$ cat src/rtl/csr_latch_sequencer_pkg.sv
// Shared types for the SR-latch sequencer.
// State encoding, command codes and S/R drive helpers.
package csr_seq_pkg;

  typedef enum logic [2:0] {
    S_IDLE,
    S_SETUP,
    S_PULSE,
    S_HOLD,
    S_CHECK
  } state_t;

  localparam logic [1:0] CMD_NOP = 2'b00;
  localparam logic [1:0] CMD_SET = 2'b01;
  localparam logic [1:0] CMD_RST = 2'b10;
  localparam logic [1:0] CMD_ILL = 2'b11;

  function automatic logic is_write(input logic [1:0] c);
    return (c == CMD_SET) || (c == CMD_RST);
  endfunction

  // Each line goes low only for its own command, so both low is impossible.
  function automatic logic drv_s_n(input logic [1:0] c);
    return !(c == CMD_SET);
  endfunction

  function automatic logic drv_r_n(input logic [1:0] c);
    return !(c == CMD_RST);
  endfunction

endpackage

$ cat src/rtl/csr_latch_sequencer_if.sv
// Requester-side bus of the latch sequencer.
// Master drives requests, slave returns grant and status.
interface csr_latch_sequencer_if;
  logic [1:0] req;
  logic [1:0] cmd0;
  logic [1:0] cmd1;
  logic [1:0] gnt;
  logic       busy;
  logic       done;
  logic       err;

  modport master (
    output req, cmd0, cmd1,
    input  gnt, busy, done, err
  );

  modport slave (
    input  req, cmd0, cmd1,
    output gnt, busy, done, err
  );
endinterface

$ cat src/rtl/csr_latch_sequencer_arb.sv
// Two-input round-robin arbiter.
// Pointer holds the last winner; the other side wins a tie.
module rr_arb2 (
  input  logic       clk,
  input  logic       rst,
  input  logic       en,
  input  logic [1:0] req,
  output logic [1:0] grant
);

  logic last;

  always_comb begin
    grant = req;
    if (req == 2'b11)
      grant = last ? 2'b01 : 2'b10;
  end

  always_ff @(posedge clk or posedge rst) begin
    if (rst)
      last <= 1'b1;
    else if (en && (req != 2'b00))
      last <= grant[1];
  end

endmodule

$ cat src/rtl/csr_latch_sequencer.sv
// Setup/pulse/hold sequencer for an active-low SR latch.
// Two requesters, round-robin, registered Moore outputs.
module csr_latch_sequencer
  import csr_seq_pkg::*;
#(
  parameter int unsigned SETUP_CYC = 2,
  parameter int unsigned PULSE_CYC = 4,
  parameter int unsigned HOLD_CYC  = 2
) (
  input  logic                       clk,
  input  logic                       rst,
  csr_latch_sequencer_if.slave       bus,
  output logic                       latch_c,
  output logic                       latch_s_n,
  output logic                       latch_r_n,
  input  logic                       latch_q,
  input  logic                       latch_qbar
);

  localparam int unsigned M1 =
    (SETUP_CYC > PULSE_CYC) ? SETUP_CYC : PULSE_CYC;
  localparam int unsigned MX = (M1 > HOLD_CYC) ? M1 : HOLD_CYC;
  localparam int CW = $clog2(MX + 1);

  state_t        state, state_n;
  logic [CW-1:0] cnt, cnt_n;
  logic [1:0]    cmd_q, cmd_n;
  logic [1:0]    gnt_q, gnt_n;
  logic          busy_q, busy_n;
  logic          done_q, done_n;
  logic          err_q, err_n;
  logic          c_q, c_n;
  logic          s_q, s_n;
  logic          r_q, r_n;
  logic          arb_en;
  logic [1:0]    grant;
  logic [1:0]    sel;
  logic          ok;

  rr_arb2 u_arb (
    .clk   (clk),
    .rst   (rst),
    .en    (arb_en),
    .req   (bus.req),
    .grant (grant)
  );

  assign sel = grant[1] ? bus.cmd1 : bus.cmd0;
  assign ok  = (cmd_q == CMD_SET) ? (latch_q && !latch_qbar)
                                  : (!latch_q && latch_qbar);

  always_comb begin
    state_n = state;
    cnt_n   = cnt;
    cmd_n   = cmd_q;
    gnt_n   = 2'b00;
    busy_n  = 1'b0;
    done_n  = 1'b0;
    err_n   = 1'b0;
    c_n     = 1'b0;
    s_n     = 1'b1;
    r_n     = 1'b1;
    arb_en  = 1'b0;
    unique case (state)
      S_IDLE, S_CHECK: begin
        state_n = S_IDLE;
        // CHECK also accepts, giving zero-gap back-to-back service.
        if (bus.req != 2'b00) begin
          arb_en = 1'b1;
          cmd_n  = sel;
          gnt_n  = grant;
          busy_n = 1'b1;
          if (is_write(sel)) begin
            state_n = S_SETUP;
            cnt_n   = CW'(SETUP_CYC - 1);
            s_n     = drv_s_n(sel);
            r_n     = drv_r_n(sel);
          end else begin
            state_n = S_CHECK;
            done_n  = (sel == CMD_NOP);
            err_n   = (sel == CMD_ILL);
          end
        end
      end
      S_SETUP: begin
        busy_n = 1'b1;
        s_n    = drv_s_n(cmd_q);
        r_n    = drv_r_n(cmd_q);
        if (cnt == '0) begin
          state_n = S_PULSE;
          cnt_n   = CW'(PULSE_CYC - 1);
          c_n     = 1'b1;
        end else begin
          cnt_n = cnt - 1'b1;
        end
      end
      S_PULSE: begin
        busy_n = 1'b1;
        s_n    = drv_s_n(cmd_q);
        r_n    = drv_r_n(cmd_q);
        c_n    = 1'b1;
        if (cnt == '0) begin
          state_n = S_HOLD;
          cnt_n   = CW'(HOLD_CYC - 1);
          c_n     = 1'b0;
        end else begin
          cnt_n = cnt - 1'b1;
        end
      end
      S_HOLD: begin
        busy_n = 1'b1;
        s_n    = drv_s_n(cmd_q);
        r_n    = drv_r_n(cmd_q);
        if (cnt == '0) begin
          // Verdict is taken here so done/err lands in the CHECK cycle.
          state_n = S_CHECK;
          s_n     = 1'b1;
          r_n     = 1'b1;
          done_n  = ok;
          err_n   = !ok;
        end else begin
          cnt_n = cnt - 1'b1;
        end
      end
      default: state_n = S_IDLE;
    endcase
  end

  always_ff @(posedge clk or posedge rst) begin
    if (rst) begin
      state  <= S_IDLE;
      cnt    <= '0;
      cmd_q  <= CMD_NOP;
      gnt_q  <= 2'b00;
      busy_q <= 1'b0;
      done_q <= 1'b0;
      err_q  <= 1'b0;
      c_q    <= 1'b0;
      s_q    <= 1'b1;
      r_q    <= 1'b1;
    end else begin
      state  <= state_n;
      cnt    <= cnt_n;
      cmd_q  <= cmd_n;
      gnt_q  <= gnt_n;
      busy_q <= busy_n;
      done_q <= done_n;
      err_q  <= err_n;
      c_q    <= c_n;
      s_q    <= s_n;
      r_q    <= r_n;
    end
  end

  assign bus.gnt   = gnt_q;
  assign bus.busy  = busy_q;
  assign bus.done  = done_q;
  assign bus.err   = err_q;
  assign latch_c   = c_q;
  assign latch_s_n = s_q;
  assign latch_r_n = r_q;

endmodule

$ cat src/flat_wrapper.sv
// flat-port wrapper written by rule: the top's interface ports become plain ports
module csr_latch_sequencer_flat import csr_seq_pkg::*;
#(
  parameter int unsigned SETUP_CYC = 2,
  parameter int unsigned PULSE_CYC = 4,
  parameter int unsigned HOLD_CYC  = 2
)
  (clk, rst, latch_c, latch_s_n, latch_r_n, latch_q, latch_qbar, bus_req, bus_cmd0, bus_cmd1, bus_gnt, bus_busy, bus_done, bus_err);
  csr_latch_sequencer_if bus_i ();
  input  logic clk;
  input  logic rst;
  output logic latch_c;
  output logic latch_s_n;
  output logic latch_r_n;
  input  logic latch_q;
  input  logic latch_qbar;
  input wire logic [$bits(bus_i.req)-1:0] bus_req;
  input wire logic [$bits(bus_i.cmd0)-1:0] bus_cmd0;
  input wire logic [$bits(bus_i.cmd1)-1:0] bus_cmd1;
  output wire logic [$bits(bus_i.gnt)-1:0] bus_gnt;
  output wire logic [$bits(bus_i.busy)-1:0] bus_busy;
  output wire logic [$bits(bus_i.done)-1:0] bus_done;
  output wire logic [$bits(bus_i.err)-1:0] bus_err;
  assign bus_i.req = bus_req;
  assign bus_i.cmd0 = bus_cmd0;
  assign bus_i.cmd1 = bus_cmd1;
  assign bus_gnt = bus_i.gnt;
  assign bus_busy = bus_i.busy;
  assign bus_done = bus_i.done;
  assign bus_err = bus_i.err;
  csr_latch_sequencer #(.SETUP_CYC(SETUP_CYC), .PULSE_CYC(PULSE_CYC), .HOLD_CYC(HOLD_CYC)) u_core (.clk(clk), .rst(rst), .bus(bus_i), .latch_c(latch_c), .latch_s_n(latch_s_n), .latch_r_n(latch_r_n), .latch_q(latch_q), .latch_qbar(latch_qbar));
endmodule
$ cat config.mk
export PLATFORM = sky130hd
export DESIGN_NAME = csr_latch_sequencer_flat
export DESIGN_NICKNAME = d
export VERILOG_FILES = /design/src/rtl/csr_latch_sequencer_pkg.sv /design/src/rtl/csr_latch_sequencer_if.sv /design/src/rtl/csr_latch_sequencer_arb.sv /design/src/rtl/csr_latch_sequencer.sv /design/src/flat_wrapper.sv
export SDC_FILE = /design/constraint.sdc
export NUM_CORES = 1
export LEC_CHECK = 0
export BUFFER_PORTS_ARGS = -buffer_cell sky130_fd_sc_hd__buf_2
export CAP_MARGIN = 20
export CORE_MARGIN = 2
export CORE_UTILIZATION = 56
export DETAILED_ROUTE_END_ITERATION = 6
export PLACE_DENSITY = 0.81
export SYNTH_ARGS = -nofsm -noshare
export SYNTH_HDL_FRONTEND = slang
export SYNTH_SLANG_ARGS = --single-unit
$ cat constraint.sdc
create_clock -name clk -period 6.2 [get_ports clk]
set_input_delay 0.31 -clock clk [delete_from_list [all_inputs] [get_ports clk]]
set_output_delay 0.31 -clock clk [all_outputs]
set_load 0.05 [all_outputs]
---- After elaboration in Yosys (flattened, before gate mapping) ----
Cells that the tools add are included.
word-level totals
  bits in registers ....................... 17
  output and inout bits ................... 8
  word-level logic and storage cells ...... 90
cells by class
  $add $sub $neg .......................... 1
  eq/ne operators ......................... 16
  multiplexer cells ....................... 40
  reductions and logical operators ........ 22
operator list
  operator             count
  $mux 3               10
  $pmux 3 s4           2
  $mux 1               17
  $mux 2               5
  $ne 2x1->1 const B   5
  $eq 2x2->1 const B   4
  $pmux 1 s2           4
  $logic_not 1->1      7
  $eq 3x2->1 const B   2
  $logic_not 3->1      2
  $pmux 1 s3           2
  $eq 2x1->1 const B   2
  $reduce_and 4->1     1
  $reduce_bool 4->1    1
  $reduce_or 2->1      2
  $eq 3x1->1 const B   1
  $eq 3x3->1 const B   1
  $logic_and 1x1->1    3
  $reduce_and 3->1     1
  $reduce_or 3->1      1
  $sub 3x1->3 const B  1
  $logic_not 2->1      1
  $ne 2x2->1 const B   1
  $reduce_and 2->1     1
  other kinds (2)      2

---- Longest topological paths before layout ----
  depth in word-level cells ............... 8
  gate-level depth with buffers ........... 7
  mapped depth without buffers ............ 7

---- Modules after synthesis ----
A second synthesis with hierarchy kept.
unflattened totals
  cell total of the unflattened synthesis .. 80
  area total of the unflattened synthesis .. 912.1 sq um
modules (own cells, without submodules)
  module               times used  cells an instance  area each (sq um)  sequential area each (sq um)
  csr_latch_sequencer  1           73                 852.1              402.9
  rr_arb2              1           7                  60.1               26.3

---- Worst setup path after synthesis ----
OpenSTA, ideal clock, no wires.
  kind .................................... register to register
  from .................................... register u_core.u_arb.last
  to ...................................... register u_core.cnt[1]
  data arrival time ....................... 1843 ps
  setup slack ............................. 4229 ps
  stages on the path, launching flop included .. 8
  path buffers ............................ 0
  period minus slack after synthesis ...... 1971 ps
  path through ............................ dfstp_2 -> a21boi_4 -> mux2i_1 -> inv_1 -> ha_1 -> o41ai_4 -> a21oi_1 -> o21bai_1
on the way
  word-level cells in the longest chain between the ends .. 7
  elaborated cells between the ends (all ways) .. 8
RTL lines
  item                                             RTL line                       source
  start, declared                                  csr_latch_sequencer_arb.sv:11  logic last;
  start signal, assigned                           csr_latch_sequencer_arb.sv:23  last <= grant[1];
  $mux 2 *                                         csr_latch_sequencer_arb.sv:16  grant = last ? 2'b01 : 2'b10;
  $mux 2 *                                         csr_latch_sequencer_arb.sv:15  if (req == 2'b11)
  $mux 2 *                                         csr_latch_sequencer.sv:48      assign sel = grant[1] ? bus.cmd1 : bus.cmd0;
  $eq 2x1->1 / $eq 2x2->1 (equally long branches)  csr_latch_sequencer_pkg.sv:19  return (c == CMD_SET) || (c == CMD_RST);
  $logic_or 1x1->1 *                               csr_latch_sequencer_pkg.sv:19
  $ne 2x1->1 (no source line) *                    -
  $reduce_and 4->1 (no source line) *              -
  end signal, assigned                             csr_latch_sequencer.sv:143     cnt <= cnt_n;
  end, declared                                    csr_latch_sequencer.sv:26      logic [CW-1:0] cnt, cnt_n;
Mark *: on every way between the ends. The rest lies on a longest branch, timed or not.
A chain may end at the register's enable or synchronous reset.

---- Worst setup path in the final report ----
  from .................................... register u_core.u_arb.last
  to ...................................... register u_core.cnt[2]
Same word-level chain as after synthesis.

==> results.ini <==
[layout]
regArea_um2 = 429
area_growth_pct = 12.0
fillers = 124
multi_input_area_um2 = 435
final_cell_count_no_fill = 120
diodes = 0
drive_gt1_frac = 0.298
nets = 118
fin_util = 0.676

[placement]
portBuffers = 17
pre_cts_slack_ns = 3.97
dp.cells = 116
place_congestion = 0.811
place_hpwl_mm = 1.23

[worst_setup_path]
cp_cell_sequence = a21boi_4, mux2i_1, inv_1, ha_1, o41ai_4, a31oi_1, a31oi_1
cp-end-kind = flop
startpoint_type = flop
crit_family = compound AO/OA/AOI/OAI gates
required_ns = 6.41
slowest_stage = dfstp_2
path_buf_inv = 1
critPathMaxStageDelay_ns = 0.59
worst-setup-path-type = reg2reg
path_max_fanout = 4
worst_ep_arrival_time_ns = 2.39
critPathMostFrequentCell = a31oi_1

[routing]
drt_wl_total_mm = 1.67
avgViaCountPerCell = 5.92
firstDrtPassIters = 4
postRouteAntennaNets = 0
via_count = 710
drt-initial-drc-count = 14
wl_per_cell_um = 13.9
drc_errors = 0

[global_route]
grt_usage = 0.199
grt_pass1_vias = 666
grt_max_degree = 18
grt-ovfl-total = 0
grt_pass1_wl_mm = 2.82
antenna_found_initial = 0

[floorplan]
io_pins = 18
initial_core_util = 0.604
core_area_um2 = 1510
dieHeight_um = 44.3
die-area_um2 = 1960
fp.dieW_um = 44.3
fp-row-count = 14

[synth]
yosysSeqAreaShare = 0.472
synthTopCellsByArea = dfrtp_1 39%, dfstp_2 8.7%, nand2_1 4.5%, ha_1 4.1%, a21oi_1 3.3%
yosys-top-cells-count = 14 x dfrtp_1, 11 x nand2_1, 6 x a21oi_1, 6 x inv_1
synth_edf_count = 0
avgSynthCellArea_um2 = 10.7
syn-num-nets = 98
synthesis.instances = 85
synth.most_common_cell = dfrtp_1
ys.warnings.count = 0
synth_top_area_share = 0.385
async_flop_share = 1.00
ys_types = 35
syn-cell-area_um2 = 910
synth_flop_cell = dfrtp_1
ys_ff_latch = 17
yosysTopAreaCell = dfrtp_1

[clock_network]
clk_latency_ns = 0.30
cts_tree = built
cts_resized = 0
hold_buffers = 0
clock_path_buffers = 2
path_clk_slew_ns = 0.10
cts-buffers-inserted = 3
clock_sinks = 17
postCtsSetupRepairBufs = 0
root_buffer = clkbuf_4
htreeDepth = 1

[timing]
rsz0062_at_grt = false
tns_ns = 0
layout_min_cycle_time_ns = 2.19
hold_viol_final = 0
setup_ws_ns = 4.01
slew_viol_final = 0
timing.slew.headroom = 0.593
tightest_slew_ns = 0.609
max_freq_ghz = 0.457
setup_viol = 0
finalCritPeriodShare = 0.353
finalClockSkew_ns = 0.00825

[min_path]
min_path_type = in2async

[flow_run]
drv_cap = 0

[power]
power_density_nw_per_um2 = 524
ir_drop_v = 0.000242
power.total_w = 0.000534
power.leakage_nw = 0.489

[status]
status = finished clean

## final timing paths
| kind | from | end | slack (ns) | cells after the start |
|---|---|---|---|---|
| max in group asynchronous | rst | u_core.cnt[0] | 5.74 | 2 |
| min in group clk | bus_req[1] | u_core.bus.gnt[0] | 0.23 | 2 |
| worst min register to register | u_core.cmd_q[1] | u_core.latch_r_n | 0.51 | 1 |
| worst max register to register | u_core.u_arb.last | u_core.cnt[2] | 4.01 | 7 |
| worst min-delay path | rst | u_core.bus.gnt[1] | 0.06 | 2 |
| worst max-delay path | u_core.u_arb.last | u_core.cnt[2] | 4.01 | 7 |
## cell type report
cell class / instances / share of cell area
Multi-Input combinational cell: 60 / 0.428
Tap cell: 16 / 0.0197
Inverter: 6 / 0.0221
Clock buffer: 4 / 0.0258
Timing Repair Buffer: 17 / 0.0835
Sequential cell: 17 / 0.421
## layer usage
metal  track usage  wire (µm)  part of all wire
met1         0.246        775              0.46
met2         0.326        776              0.46
met3        0.0449         69             0.041
met4         0.103         48             0.029
met5             0          0                 0
## state kept, by name, summed over array words and instances (netlist names), 2 cells and up
name,cells
u_core.bus.gnt,2
u_core.cmd_q,2
u_core.cnt,3
u_core.state,3
## per-stage QoR
| stage | hold slack (ns) | instance area [µm²] |
|---|---|---|
| after global routing | 0.157 | 1020 |
| after floorplan | 0.234 | 910 |
| after detailed placement | 0.420 | 992 |
| final | 0.0623 | 1020 |
| after global placement | 0.405 | 992 |
| after CTS | 0.0990 | 1020 |
## cell usage in the layout, fill, tap and decap left out, types with 2 or more instances in the layout
master    instances
a21oi_1           6
a31oi_1           4
buf_2            17
clkbuf_4          3
dfrtp_1          14
dfstp_2           3
ha_1              3
inv_1             6
nand2_1          11
nand2b_1          2
nand3b_1          3
nor2_1            4
nor2b_1           2
o21ai_0           2
o22a_1            2
## where the power goes
part | total (W) | leakage, nW | switching (W) | internal, W
Combinational | 0.000266 | 0.266 | 0.000169 | 0.0000972
Clock | 0.0000618 | 0.0150 | 0.0000368 | 0.0000251
Sequential | 0.000206 | 0.208 | 0.0000450 | 0.000161
Total | 0.000534 | 0.489 | 0.000251 | 0.000283
## logic make-up (layout without fill, tap and decap cells)
group,count (synthesis),in the layout,share of synthesized area
compound gates,28,28,0.256
fa+ha+maj,3,3,0.0413
buf+inv,8,27,0.0495
flops,17,17,0.472
mux,2,2,0.0261
simple gates,27,27,0.155
No activity file was read; power rests on OpenSTA's default activity.
